===== src/rtl/mix_sequencer.sv =====
// Tap sequencer for the shared MAC: one N_IN x N_OUT gain matrix per frame.
// Issues one tap per cycle and strobes each bus result after the MAC latency.
module mix_sequencer #(
  parameter int N_IN        = 8,
  parameter int N_OUT       = 8,
  parameter int MAC_LATENCY = 2,
  localparam int AW = $clog2(N_IN * N_OUT),
  localparam int IW = $clog2(N_IN),
  localparam int OW = (N_OUT > 1) ? $clog2(N_OUT) : 1,
  localparam int CW = (MAC_LATENCY > 1) ? $clog2(MAC_LATENCY) : 1
) (
  input  logic          clk,
  input  logic          reset,
  input  logic          start,
  output logic          busy,
  output logic [AW-1:0] coef_addr,
  output logic [IW-1:0] in_sel,
  output logic          mac_en,
  output logic          mac_clear,
  output logic          out_wr,
  output logic [OW-1:0] out_sel,
  output logic          done,
  output logic          overrun
);

  typedef enum logic [1:0] {IDLE, RUN, DRAIN} state_t;

  state_t        state;
  logic [IW-1:0] i;
  logic [OW-1:0] o;
  logic [CW-1:0] dcnt;
  logic          last_tap;
  logic          em_v;
  logic [OW-1:0] em_o;

  assign last_tap = (state == RUN) && (i == IW'(N_IN - 1));

  // Final out_wr/out_sel flops are the last pipeline stage
  if (MAC_LATENCY == 1) begin : g_l1
    assign em_v = last_tap;
    assign em_o = o;
  end else begin : g_pipe
    logic [MAC_LATENCY-2:0] pv;
    logic [OW-1:0]          po [MAC_LATENCY-1];

    always_ff @(posedge clk) begin
      if (reset) begin
        pv <= '0;
        for (int k = 0; k < MAC_LATENCY - 1; k++)
          po[k] <= '0;
      end else begin
        pv[0] <= last_tap;
        po[0] <= o;
        for (int k = 1; k < MAC_LATENCY - 1; k++) begin
          pv[k] <= pv[k-1];
          po[k] <= po[k-1];
        end
      end
    end

    assign em_v = pv[MAC_LATENCY-2];
    assign em_o = po[MAC_LATENCY-2];
  end

  always_ff @(posedge clk) begin
    if (reset) begin
      state     <= IDLE;
      busy      <= 1'b0;
      i         <= '0;
      o         <= '0;
      dcnt      <= '0;
      coef_addr <= '0;
      in_sel    <= '0;
      mac_en    <= 1'b0;
      mac_clear <= 1'b0;
      out_wr    <= 1'b0;
      out_sel   <= '0;
      done      <= 1'b0;
      overrun   <= 1'b0;
    end else begin
      out_wr <= em_v;
      done   <= em_v && (em_o == OW'(N_OUT - 1));
      if (em_v)
        out_sel <= em_o;
      if (start && state != IDLE)
        overrun <= 1'b1;
      unique case (state)
        IDLE: begin
          if (start) begin
            state     <= RUN;
            busy      <= 1'b1;
            i         <= '0;
            o         <= '0;
            mac_en    <= 1'b1;
            mac_clear <= 1'b1;
            coef_addr <= '0;
            in_sel    <= '0;
          end
        end
        RUN: begin
          if (i == IW'(N_IN - 1)) begin
            i <= '0;
            if (o == OW'(N_OUT - 1)) begin
              state     <= DRAIN;
              o         <= '0;
              dcnt      <= '0;
              mac_en    <= 1'b0;
              mac_clear <= 1'b0;
              coef_addr <= '0;
              in_sel    <= '0;
            end else begin
              o         <= o + OW'(1);
              mac_clear <= 1'b1;
              coef_addr <= coef_addr + AW'(1);
              in_sel    <= '0;
            end
          end else begin
            i         <= i + IW'(1);
            mac_clear <= 1'b0;
            coef_addr <= coef_addr + AW'(1);
            in_sel    <= i + IW'(1);
          end
        end
        DRAIN: begin
          if (dcnt == CW'(MAC_LATENCY - 1)) begin
            state <= IDLE;
            busy  <= 1'b0;
          end else begin
            dcnt <= dcnt + CW'(1);
          end
        end
        default: state <= IDLE;
      endcase
    end
  end

endmodule


===== config.mk =====
export PLATFORM = sky130hd
export DESIGN_NAME = mix_sequencer
export DESIGN_NICKNAME = d
export VERILOG_FILES = /design/src/rtl/mix_sequencer.sv
export SDC_FILE = /design/constraint.sdc
export NUM_CORES = 1
export LEC_CHECK = 0
export ABC_CLOCK_PERIOD_IN_PS = 1850
export CORE_MARGIN = 1
export CORE_UTILIZATION = 23
export DETAILED_ROUTE_END_ITERATION = 8
export SKIP_LAST_GASP = 1
export SLEW_MARGIN = 20
export SYNTH_ARGS = -nofsm -noshare
export SYNTH_HDL_FRONTEND = slang
export SYNTH_SLANG_ARGS = --single-unit

===== constraint.sdc =====
create_clock -name clk -period 1.85 [get_ports clk]
set_input_delay 0.37 -clock clk [delete_from_list [all_inputs] [get_ports clk]]
set_output_delay 0.37 -clock clk [all_outputs]
set_load 0.005 [all_outputs]

* Yosys cells after proc, flatten, opt, wreduce, memory -nomap -nowiden
Memories as Yosys holds them, arrays and structs flattened. Cells that the tools add are included.
Operators by class: add/subtract/negate cells 4, multiply operators 0, div/mod/pow operators 0, magnitude comparators 0, eq/ne operators 9, shift operators 0, muxes and demuxes 31, bitwise logic cells 0, reductions and logical operators 15
Operators by type and width (count):
- 6-bit 2-to-1 mux | 3
- 3-bit 2-to-1 mux | 5
- 3-bit case mux with 2 select lines | 2
- 6-bit case mux with 2 select lines | 1
- 1-bit 2-to-1 mux | 11
- 3-bit equality test, second input constant | 3
- 3-bit AND reduction | 3
- 2-bit 2-to-1 mux | 4
- 1-bit case mux with 2 select lines | 4
- 4-bit AND reduction | 2
- 2-bit nonzero test | 4
- 3-bit by 1-bit adder with 3-bit output, second input constant | 2
- 6-bit by 1-bit adder with 6-bit output, second input constant | 1
- 2-bit case mux with 3 select lines | 1
- 2-bit by 1-bit != test with 1-bit output, second input constant | 2
- 2-bit != test, second input constant | 2
- 1-bit logical AND | 3
- 3-bit OR reduction | 1
- 2-bit by 1-bit equality test with 1-bit output, second input constant | 1
- 2-bit equality test, second input constant | 1
- 2-bit logical NOT | 1
- 2-bit AND reduction | 1
- 1-bit adder, second input constant | 1
Word-level totals: bits in registers 25, bits in latches 0, bits in writable memories 3, memory bits (read-only) 0, bits of input ports 3, output and inout bits 18, word-level logic and storage cells 73, memories 1
Memories:
- g_pipe.po | depth 1, width 3, rd ports 1, clocked after Yosys merged registers in 0, write ports 1, line 44 | logic [OW-1:0] po [MAC_LATENCY-1];

* Depth between registers and ports, before layout
depth in word-level cells 4, depth in mapped cells 6

* Worst setup path before layout
No wires, ideal clock.
path kind reg2reg, start point register i[0], end point register coef_addr[0], data arrival time 1.377 ns, slack 0.340 ns, cell stages (with the launch flop) 7, buffers on the path 1, period minus slack after synthesis 1.510 ns, path through dfxtp_1 ha_1 ha_1 clkbuf_1 nand3_1 a21oi_1 nor3_1
Between the ends: cells in the longest elaborated chain, start to end 3
Ends and longest elaborated chain:
- start, declared | line 29 | logic [IW-1:0] i;
- start signal, assigned | line 118 | i <= i + IW'(1);
- 3-bit equality test | line 101 | if (i == IW'(N_IN - 1)) begin
- 6-bit 2-to-1 mux | line 101
- 6-bit case mux with 2 select lines | line 87 | unique case (state)
- end signal, assigned | line 114 | coef_addr <= coef_addr + AW'(1);
- end signal, assigned | line 120 | coef_addr <= coef_addr + AW'(1);
- end, declared | line 16 | output logic [AW-1:0] coef_addr,
Every way passes these cells. A chain may end at the register's enable or synchronous reset.

* Worst setup path in the final report
start point register coef_addr[2], end point output port coef_addr[2]
No word-level cell between the ends.

==> results.py <==
metrics = {
    "grt": {
        "antenna_found_initial": 0,
        "grt_pass1_vias": 908,
        "globalRouteOverflowTotal": 0,
        "grt_max_degree": 29,
        "grt_pass1_wl_um": 4040,
        "grt.total_usage": 0.0965,
    },
    "logic_synthesis": {
        "synth.yosys.seq_area_share": 0.484,
        "synth-adder-area-share": 0.0541,
        "syn_nets": 128,
        "ys_warn_count": 0,
        "synth_top_family_by_area": "compound AO/OA/AOI/OAI gates",
        "syn_area_per_cell_um2": 9.64,
        "synth-seq-cells": 28,
        "syn-cell-area_um2": 1160,
        "syn_inst": 120,
        "synth-simple-area-share": 0.187,
        "synth_xor_area_frac": 0.00757,
        "synth_cell_types": 34,
        "synth_compound_area_frac": 0.188,
        "synth.area.mux_share": 0.0346,
    },
    "cts": {
        "clockBufferDepth": 2,
        "cts_buffers": 3,
        "cts_tree": "yes",
        "cts_sinks": 28,
        "cts_resized": 0,
        "cts_root_buf": "clkbuf_8",
        "cts.reportedPaths.clkPinSlew_ns": 0.10,
        "ctsHoldBuffers": 0,
        "cts.htree.levels": 1,
        "postCtsSetupBuffers": 0,
        "clk_latency_ns": 0.27,
    },
    "flow_run": {
        "drv_cap": 0,
    },
    "route": {
        "wl_um": 2310,
        "ant_nets": 0,
        "drc": 0,
        "drtIter0Drc": 48,
        "firstDrtPassIters": 4,
        "viasPerCell": 4.47,
        "routedWlPerCell_um": 10.9,
        "vias": 947,
    },
    "hold_path": {
        "min_path_type": "flop to flop",
    },
    "sta": {
        "post-route-period-util": 0.854,
        "rsz0062_at_grt": "false",
        "fin_skew_ns": 0.00627,
        "fmax_mhz": 633,
        "setup_tns_ns": 0,
        "slew_headroom": 0.728,
        "tightest_slew_ns": 0.407,
        "hold_viol": 0,
        "finalSetupViolCount": 0,
        "slew_violations": 0,
        "fin_crit_ns": 1.58,
    },
    "floorplanning": {
        "fp-row-count": 25,
        "die_h_um": 72.9,
        "start_util": 0.242,
        "die_area_um2": 5320,
        "core_um2": 4790,
        "fp.dieW_um": 72.9,
        "ios": 21,
    },
    "run_status": {
        "status": "finished clean",
    },
    "finish": {
        "area.growth.synth_to_final_pct": 34.8,
        "drive_gt1_frac": 0.124,
        "antenna_cells": 0,
        "nets": 154,
    },
    "setup_path": {
        "cp_data_arrival_time_ns": 1.21,
        "worstSetupEndpointType": "output port",
        "slowest_stage": "clkdlybuf4s50_1",
        "slowest_delay_ns": 0.53,
        "crit_buf_inv": 1,
        "start_kind": "flop",
        "cp.required_ns": 1.48,
        "cp_cell_sequence": "clkdlybuf4s50_1",
        "path_delay_family": "buffers and inverters",
        "criticalPathCategory": "flop to output port",
        "crit_fanout": 5,
    },
    "power": {
        "totalPowerFinal_mw": 1.22,
        "ir_worst_vdd_mv": 0.356,
        "power_density_nw_per_um2": 780,
        "power.leakage_nw": 0.563,
    },
    "place": {
        "routabilityCongestion": 0.713,
        "numPortBuffers": 20,
        "hpwl_um": 1610,
    },
}
[report_power, final]
| group | leakage (nW) | internal, mW | switching, mW | total (mW) |
|---|---|---|---|---|
| Sequential | 0.227 | 0.617 | 0.0115 | 0.629 |
| Combinational | 0.300 | 0.0594 | 0.0510 | 0.110 |
| Clock | 0.0357 | 0.290 | 0.188 | 0.477 |
[cells in the final DEF, fill, tap and decap left out, drive strengths merged, types with 2 or more instances in the layout]
master | Yosys | final
dfxtp | 28 | 28
clkdlybuf4s50 | 0 | 20
nor2 | 11 | 11
o21ai | 9 | 9
a21oi | 9 | 9
buf | 2 | 9
inv | 5 | 5
nor2b | 5 | 5
ha | 5 | 5
a211oi | 5 | 5
mux2i | 4 | 4
nand2 | 3 | 3
nand4b | 3 | 3
clkbuf | 6 | 3
a22oi | 2 | 2
or3 | 2 | 2
nand2b | 2 | 2
nand3 | 2 | 2
o31ai | 2 | 2
or4 | 2 | 2
[logic make-up after synthesis]
family,after synthesis
simple gates,37
compound gates,32
flops,28
buf+inv,13
fa+ha+maj,5
mux,4
xor+xnor,1
[worst paths after layout]
path / depth (start not counted) / end / slack [ns] / startpoint
worst min-delay path: 2 / done / 0.45 / g_pipe.po[0][2]
worst min register to register: 2 / done / 0.45 / g_pipe.po[0][2]
worst max-delay path: 1 / coef_addr[2] / 0.27 / coef_addr[2]
worst max register to register: 6 / o[2] / 0.33 / i[0]
[cell usage after synthesis]
library cell,n,area (um^2)
o31ai_1,2,15.0
nor2b_1,5,31.3
clkbuf_1,6,22.5
dfxtp_1,28,561
nand2_1,3,11.3
or4_1,1,7.51
nand4b_1,3,26.3
a221oi_1,1,8.76
or4_4,1,11.3
xor2_1,1,8.76
o21bai_4,1,18.8
and3b_1,1,8.76
o21ai_0,9,45.0
a32oi_1,1,8.76
nor3b_1,1,7.51
a211oi_1,4,30.0
a21oi_1,9,45.0
o21ba_2,1,10.0
nand4_1,1,6.26
or3_1,2,12.5
o31a_1,1,8.76
nor3_1,1,5.00
a211oi_2,1,12.5
nor4b_1,1,8.76
a22oi_1,2,15.0
nand2b_1,2,12.5
inv_1,5,18.8
and2b_1,1,7.51
nor2_1,11,41.3
nand3_1,2,10.0
buf_2,2,10.0
or3b_2,1,8.76
ha_1,5,62.6
mux2i_1,4,40.0
[registers in the layout, indices dropped and copies added, names as in the netlist]
name       flops
mac_clear      1
state          2
done           1
busy           1
out_sel        3
coef_addr      6
overrun        1
o              3
i              3
dcnt           1
mac_en         1
em_v           1
out_wr         1
g_pipe.po      3
[layout make-up]
type / instances / area (um^2)
sequential: 28 / 561
clock buffer: 3 / 41.3
multi-input combinational: 79 / 546
timing repair buffer: 29 / 280
tap: 67 / 83.8
inverter: 5 / 18.8
fill: 503 / 3230
clock inverter: 1 / 30.0
[per-stage QoR]
| step | area, um^2 | hold slack [ns] | utilization | std cells | worst slack (ns) |
|---|---|---|---|---|---|
| 2_1_floorplan | 1160 | 0.425 | - | 120 | 0.340 |
| 3_3_place_gp | 1490 | 0.442 | 0.311 | 208 | 0.0315 |
| 3_5_place_dp | 1490 | 0.435 | 0.311 | 208 | 0.0247 |
| 4_1_cts | 1560 | 0.450 | 0.326 | 212 | 0.252 |
| 5_1_grt | 1560 | 0.471 | 0.326 | 212 | 0.155 |
| 6_report | 1560 | 0.447 | 0.326 | 212 | 0.270 |
[per-layer routing]
| layer | track usage | share of wire |
|---|---|---|
| met3 | 0.0304 | 0.043 |
| met1 | 0.117 | 0.47 |
| met4 | 0.0131 | 0.0052 |
| met2 | 0.171 | 0.48 |
| met5 | 0 | 0 |
No activity file was read; power rests on OpenSTA's default activity.
